**src/rtl/ahb3lite_sram_arbiter.sv**
```systemverilog
// ahb3lite_sram_arbiter: round-robin two-port front end that
// sequences single NONSEQ AHB3-Lite transfers to an SRAM slave.
module ahb3lite_sram_arbiter #(
  parameter int         ADDR_WIDTH = 32,
  parameter int         DATA_WIDTH = 32,
  parameter logic [3:0] HPROT_VAL  = 4'b0011
) (
  input  logic                  HCLK,
  input  logic                  HRESET,
  input  logic [1:0]            req_i,
  input  logic [1:0]            we_i,
  input  logic [ADDR_WIDTH-1:0] addr0_i,
  input  logic [ADDR_WIDTH-1:0] addr1_i,
  input  logic [2:0]            size0_i,
  input  logic [2:0]            size1_i,
  input  logic [DATA_WIDTH-1:0] wdata0_i,
  input  logic [DATA_WIDTH-1:0] wdata1_i,
  output logic [1:0]            ack_o,
  output logic                  err_o,
  output logic [DATA_WIDTH-1:0] rdata_o,
  output logic                  HSEL,
  output logic [ADDR_WIDTH-1:0] HADDR,
  output logic [DATA_WIDTH-1:0] HWDATA,
  output logic                  HWRITE,
  output logic [2:0]            HSIZE,
  output logic [2:0]            HBURST,
  output logic [3:0]            HPROT,
  output logic [1:0]            HTRANS,
  output logic                  HREADY,
  input  logic [DATA_WIDTH-1:0] HRDATA,
  input  logic                  HREADYOUT,
  input  logic                  HRESP
);

  typedef enum logic [1:0] {
    S_IDLE,
    S_ADDR,
    S_DATA,
    S_MISALIGN
  } state_t;

  localparam logic [1:0] HT_IDLE   = 2'b00;
  localparam logic [1:0] HT_NONSEQ = 2'b10;

  state_t                state_q, state_d;
  logic                  last_q, last_d;
  logic                  owner_q, owner_d;
  logic [DATA_WIDTH-1:0] wdata_q, wdata_d;
  logic                  hsel_q, hsel_d;
  logic [ADDR_WIDTH-1:0] haddr_q, haddr_d;
  logic [DATA_WIDTH-1:0] hwdata_q, hwdata_d;
  logic                  hwrite_q, hwrite_d;
  logic [2:0]            hsize_q, hsize_d;
  logic [1:0]            htrans_q, htrans_d;
  logic [1:0]            ack_q, ack_d;
  logic                  err_q, err_d;
  logic [DATA_WIDTH-1:0] rdata_q, rdata_d;

  logic [1:0]            elig;
  logic                  grant;
  logic                  pick;
  logic                  sel_we;
  logic [ADDR_WIDTH-1:0] sel_addr;
  logic [2:0]            sel_size;
  logic [DATA_WIDTH-1:0] sel_wdata;

  function automatic logic misaligned(
    input logic [2:0] sz,
    input logic [1:0] lo
  );
    logic bad;
    unique case (sz)
      3'b000:  bad = 1'b0;
      3'b001:  bad = lo[0];
      3'b010:  bad = |lo;
      default: bad = 1'b1;
    endcase
    return bad;
  endfunction

  // A requester whose ack is showing this cycle is finishing, not asking.
  assign elig = req_i & ~ack_q;

  always_comb begin
    state_d  = state_q;
    last_d   = last_q;
    owner_d  = owner_q;
    wdata_d  = wdata_q;
    hsel_d   = hsel_q;
    haddr_d  = haddr_q;
    hwdata_d = hwdata_q;
    hwrite_d = hwrite_q;
    hsize_d  = hsize_q;
    htrans_d = htrans_q;
    ack_d    = 2'b00;
    err_d    = err_q;
    rdata_d  = rdata_q;
    grant    = 1'b0;
    pick     = 1'b0;

    unique case (state_q)
      S_IDLE: begin
        if (|elig) begin
          grant = 1'b1;
          pick  = (&elig) ? ~last_q : elig[1];
        end
      end
      S_ADDR: begin
        state_d  = S_DATA;
        hsel_d   = 1'b0;
        htrans_d = HT_IDLE;
        hwdata_d = wdata_q;
      end
      S_DATA: begin
        if (HREADYOUT) begin
          ack_d[owner_q] = 1'b1;
          err_d          = HRESP;
          rdata_d        = HRDATA;
          state_d        = S_IDLE;
          if (elig[~owner_q]) begin
            grant = 1'b1;
            pick  = ~owner_q;
          end
        end
      end
      S_MISALIGN: begin
        ack_d[owner_q] = 1'b1;
        err_d          = 1'b1;
        rdata_d        = '0;
        state_d        = S_IDLE;
      end
      default: state_d = S_IDLE;
    endcase

    sel_we    = pick ? we_i[1]  : we_i[0];
    sel_addr  = pick ? addr1_i  : addr0_i;
    sel_size  = pick ? size1_i  : size0_i;
    sel_wdata = pick ? wdata1_i : wdata0_i;

    if (grant) begin
      owner_d = pick;
      last_d  = pick;
      wdata_d = sel_wdata;
      if (misaligned(sel_size, sel_addr[1:0])) begin
        state_d = S_MISALIGN;
      end else begin
        state_d  = S_ADDR;
        hsel_d   = 1'b1;
        htrans_d = HT_NONSEQ;
        haddr_d  = sel_addr;
        hwrite_d = sel_we;
        hsize_d  = sel_size;
      end
    end
  end

  always_ff @(posedge HCLK) begin
    if (HRESET) begin
      state_q  <= S_IDLE;
      last_q   <= 1'b1;
      owner_q  <= 1'b0;
      wdata_q  <= '0;
      hsel_q   <= 1'b0;
      haddr_q  <= '0;
      hwdata_q <= '0;
      hwrite_q <= 1'b0;
      hsize_q  <= 3'b000;
      htrans_q <= HT_IDLE;
      ack_q    <= 2'b00;
      err_q    <= 1'b0;
      rdata_q  <= '0;
    end else begin
      state_q  <= state_d;
      last_q   <= last_d;
      owner_q  <= owner_d;
      wdata_q  <= wdata_d;
      hsel_q   <= hsel_d;
      haddr_q  <= haddr_d;
      hwdata_q <= hwdata_d;
      hwrite_q <= hwrite_d;
      hsize_q  <= hsize_d;
      htrans_q <= htrans_d;
      ack_q    <= ack_d;
      err_q    <= err_d;
      rdata_q  <= rdata_d;
    end
  end

  assign HSEL    = hsel_q;
  assign HADDR   = haddr_q;
  assign HWDATA  = hwdata_q;
  assign HWRITE  = hwrite_q;
  assign HSIZE   = hsize_q;
  assign HTRANS  = htrans_q;
  assign HBURST  = 3'b000;
  assign HPROT   = HPROT_VAL;
  assign HREADY  = HREADYOUT;
  assign ack_o   = ack_q;
  assign err_o   = err_q;
  assign rdata_o = rdata_q;

endmodule

```
**config.mk**
```make
export PLATFORM = sky130hd
export DESIGN_NAME = ahb3lite_sram_arbiter
export DESIGN_NICKNAME = d
export VERILOG_FILES = /design/src/rtl/ahb3lite_sram_arbiter.sv
export SDC_FILE = /design/constraint.sdc
export NUM_CORES = 1
export LEC_CHECK = 0
export CAP_MARGIN = 20
export CORE_MARGIN = 4
export CORE_UTILIZATION = 41
export DETAILED_ROUTE_END_ITERATION = 10
export GPL_ROUTABILITY_DRIVEN = 0
export HOLD_SLACK_MARGIN = 0.15
export PLACE_DENSITY = 0.81
export SYNTH_ARGS = -nofsm -noshare
export SYNTH_HDL_FRONTEND = slang
export SYNTH_SLANG_ARGS = --single-unit
```
**constraint.sdc**
```tcl
create_clock -name HCLK -period 2.6 [get_ports HCLK]
set_input_delay 0.39 -clock HCLK [delete_from_list [all_inputs] [get_ports HCLK]]
set_output_delay 0.39 -clock HCLK [all_outputs]
set_load 0.05 [all_outputs]
```
==> metrics.md <==
| Metric | Value |
|---|---|
| Unrepaired setup endpoints after global routing | no |
| Fin. max-slew vios | 0 |
| Least-Margin Pin Slew | 610 ps |
| Share of cells above drive strength 1 | 9.63% |
| Worst Setup End Kind | flop |
| # Post-CTS Setup Buffers | 0 |
| Placeable Area | 14000 um^2 |
| Routed WL per cell | 15.8 um |
| Hold depth | 2 |
| Die Ht | 128 um |
| R2r worst-path depth | 6 |
| Crit Reg-Reg Startpoint | state_q[0]$_SDFFE_PP0P_ |
| Top area cells in the synthesized netlist | dfxtp_1 (48%), nand2_1 (13%), a21oi_1 (6.2%) |
| Vias in the first global route | 5581 |
| Nets | 1148 |
| Layout area overhead | 61.1% |
| Total gr overflow | 0 |
| Synthesized flop and latch total | 142 |
| 1st-iter DRT viols | 264 |
| WHS | 415 ps |
| Clk buf depth | 2 |
| Count of final setup violators | 0 |
| Cell-internal power | 4900 uW |
| H-tree depth | 4 |
| Outcome | complete, no violations |
| WS Path Type | reg -> reg |
| Final instance area | 9550 um^2 |
| Pwr Total | 7150 uW |
| Setup crit start kind | flop |
| Port bufs | 280 |
| HP Class | in -> reg |
| Startpoint of the worst hold path | HRESET |
| Row Count | 43 |
| Clk slew on worst S/H paths | 60 ps |
| DP HPWL | 13000 um |
| Clock sink count | 142 |
| Post-synthesis cell count | 721 |
| Cell Area, Placed | 8920 um^2 |
| Final Hold Fails | 0 |
| Total CTS buffers | 17 |
| Register area share after synthesis | 47.9% |
| Psw | 2260 uW |
| CTS tree | done |
| Avg Inst Size Synth | 8.23 um^2 |
| Routed wire length | 18500 um |
| Final ANT Viol Nets | 0 |
| TNS Setup | 0 ps |
| Mapped Area | 5930 um^2 |
| Synth warn | 0 |
| PD cells | 749 nW/um^2 |
| WHS Endpoint | HWDATA[26]$_SDFFE_PP0P_ |
| WP data arrival | 2450 ps |
| Leak pwr | 0.00370 uW |
| Max VDD drop | 424 uV |
| Initial Utilization | 42.2% |
| Switching power share of the total | 31.6% |
| Max Clock Skew | 10.7 ps |
| Cell accounting for the most synthesized area | dfxtp_1 |
| Top Ports | 288 |
| Largest net degree at the start of global routing | 69 |
| Flop pwr share | 35.7% |
| F_max | 0.466 GHz |
| Initial antenna violation count | 0 |
| TritonRoute pass-1 iters | 4 |
| Combinational share of power | 28.6% |
| Chip width | 128 um |
| First-pass GRT wire length | 27900 um |
| CTS Hold Bufs | 0 |
| Post-layout util | 68.0% |
| Worst-Skew Late Latency | 410 ps |
| Synth cell types | 31 |
| Req. time, crit path | 2900 ps |
| Slew HR | 59.2% |
| CTS root buffer | clkbuf_16 |
| MaxCap Viol Count | 0 |
| # DRC | 0 |
| Final cycle utilization of the critical path | 82.5% |
| FF-to-FF setup slack | 460 ps |
| Crit-path max FO | 31 |
| Via Count | 5858 |
| Vias per cell | 5.02 |
| Gr usage total | 21.4% |
| Diodes inserted | 0 |
| Min Tclk post-route | 2140 ps |
| Clock power share | 35.8% |
| FF-to-FF End | HSIZE[1]$_SDFFE_PP0P_ |
| Yosys top cell area share | 47.9% |
| Cts repair resizes | 0 |
| Die area | 16500 um^2 |
[worst max-delay path, stage by stage, from the launching register on]
cell and delay, ps:
dfxtp_1 520, and3b_1 240, a32o_2 270, mux2_4 310, nand2b_4 200, buf_12 200, mux2_4 300
[sequential cells by signal, indices dropped and copies added, names as in the netlist]
name and flops:
HWDATA 32, HWRITE 1, state_q 2, ack_o 2
HSEL 1, rdata_o 32, err_o 1, HSIZE 3
owner_q 1, HADDR 32, last_q 1, wdata_q 32
HTRANS 2
[cell usage in the layout, fill, tap and decap left out]
cell type	count
nor4_1	1
a221oi_1	1
nand2b_4	1
clkinvlp_4	4
nor3b_1	4
clkbuf_16	17
a21oi_1	72
clkdlybuf4s50_1	278
mux2_4	7
conb_1	7
inv_1	3
inv_6	1
nor3_1	3
dfxtp_1	142
nor2b_2	1
o21ai_2	1
mux2_2	29
and4b_1	1
clkbuf_8	1
nand3b_1	1
bufinv_16	4
and3b_1	3
clkinv_4	2
nor2b_1	37
a211oi_1	1
a21oi_4	1
clkinv_2	3
buf_12	7
o21ai_0	2
a311oi_1	32
nor2_1	67
buf_4	14
a32o_2	1
a22oi_1	32
nand2b_1	2
o21bai_1	3
a32oi_4	1
nand2_1	200
[synth_stat cells]
master    count
nand2_1     200
dfxtp_1     142
a21oi_1      73
nor2_1       67
clkbuf_1     46
nor2b_1      38
a22oi_1      32
a311oi_1     32
mux2_2       29
buf_4         9
buf_1         8
mux2_4        7
buf_2         5
nor3b_1       4
and3b_1       3
inv_1         3
nor3_1        3
o21bai_1      3
buf_6         2
conb_1        2
nand2b_1      2
o21ai_0       2
a211oi_1      1
a221oi_1      1
a32o_1        1
a32oi_1       1
and4b_1       1
nand2b_4      1
nand3b_1      1
nor4_1        1
o21ai_1       1
[power groups by stage]
stage / logic, uW / clock network (uW) / registers (uW)
4_1_cts: 2060 / 2610 / 2550
3_3_place_gp: 2030 / 0 / 2590
2_1_floorplan: 859 / 0 / 2990
6_report: 2050 / 2560 / 2550
5_1_grt: 2200 / 2720 / 2580
3_5_place_dp: 2050 / 0 / 2600
[metrics by stage]
stage	setup WS (ps)	std cells
CTS	448	1167
floorplan	318	726
global route	355	1167
global placement	138	1135
finish	455	1167
detailed placement	97.4	1135
[worst max-delay path by stage]
stage                       startpoint                     to  depth (start not counted)
2_1_floorplan      ack_o[1]$_SDFF_PP0_  HADDR[0]$_SDFFE_PP0P_                          8
3_3_place_gp                  req_i[1]  HSIZE[0]$_SDFFE_PP0P_                          7
3_5_place_dp                  req_i[1]  HSIZE[1]$_SDFFE_PP0P_                          7
4_1_cts        state_q[0]$_SDFFE_PP0P_  HSIZE[1]$_SDFFE_PP0P_                          6
5_1_grt        state_q[0]$_SDFFE_PP0P_  HSIZE[0]$_SDFFE_PP0P_                          6
6_report       state_q[0]$_SDFFE_PP0P_  HSIZE[1]$_SDFFE_PP0P_                          6
[kinds of logic (layout without fill, tap and decap cells)]
family	count (synthesis)	count (layout)	synth area share [%]
flops	142	142	47.9
simple gates	321	321	23.0
compound gates	147	147	16.2
buf+inv	73	334	5.55
other cells	2	7	0.127
mux	36	36	7.28
[layout make-up]
class                      instances  area, um^2
fill                            1155        4490
timing repair buffer             299        3030
sequential                       142        2840
multi-input combinational        511        2820
clock buffer                      18         439
tap                              180         225
clock inverter                    14         191
inverter                           3        11.3
[routing by layer]
metal  vias to the layer above  part of all wire [%]  routed length (um)  GRT usage, %
li1                       2924                     -                   -             -
met4                         0                   1.7                 310          7.99
met5                         -                     0                   0             0
met1                      2674                    39                7230          23.4
met3                        23                    11                2040          9.29
met2                       237                    48                8920          36.7
Note: power is estimated with default switching activity, not from simulation.
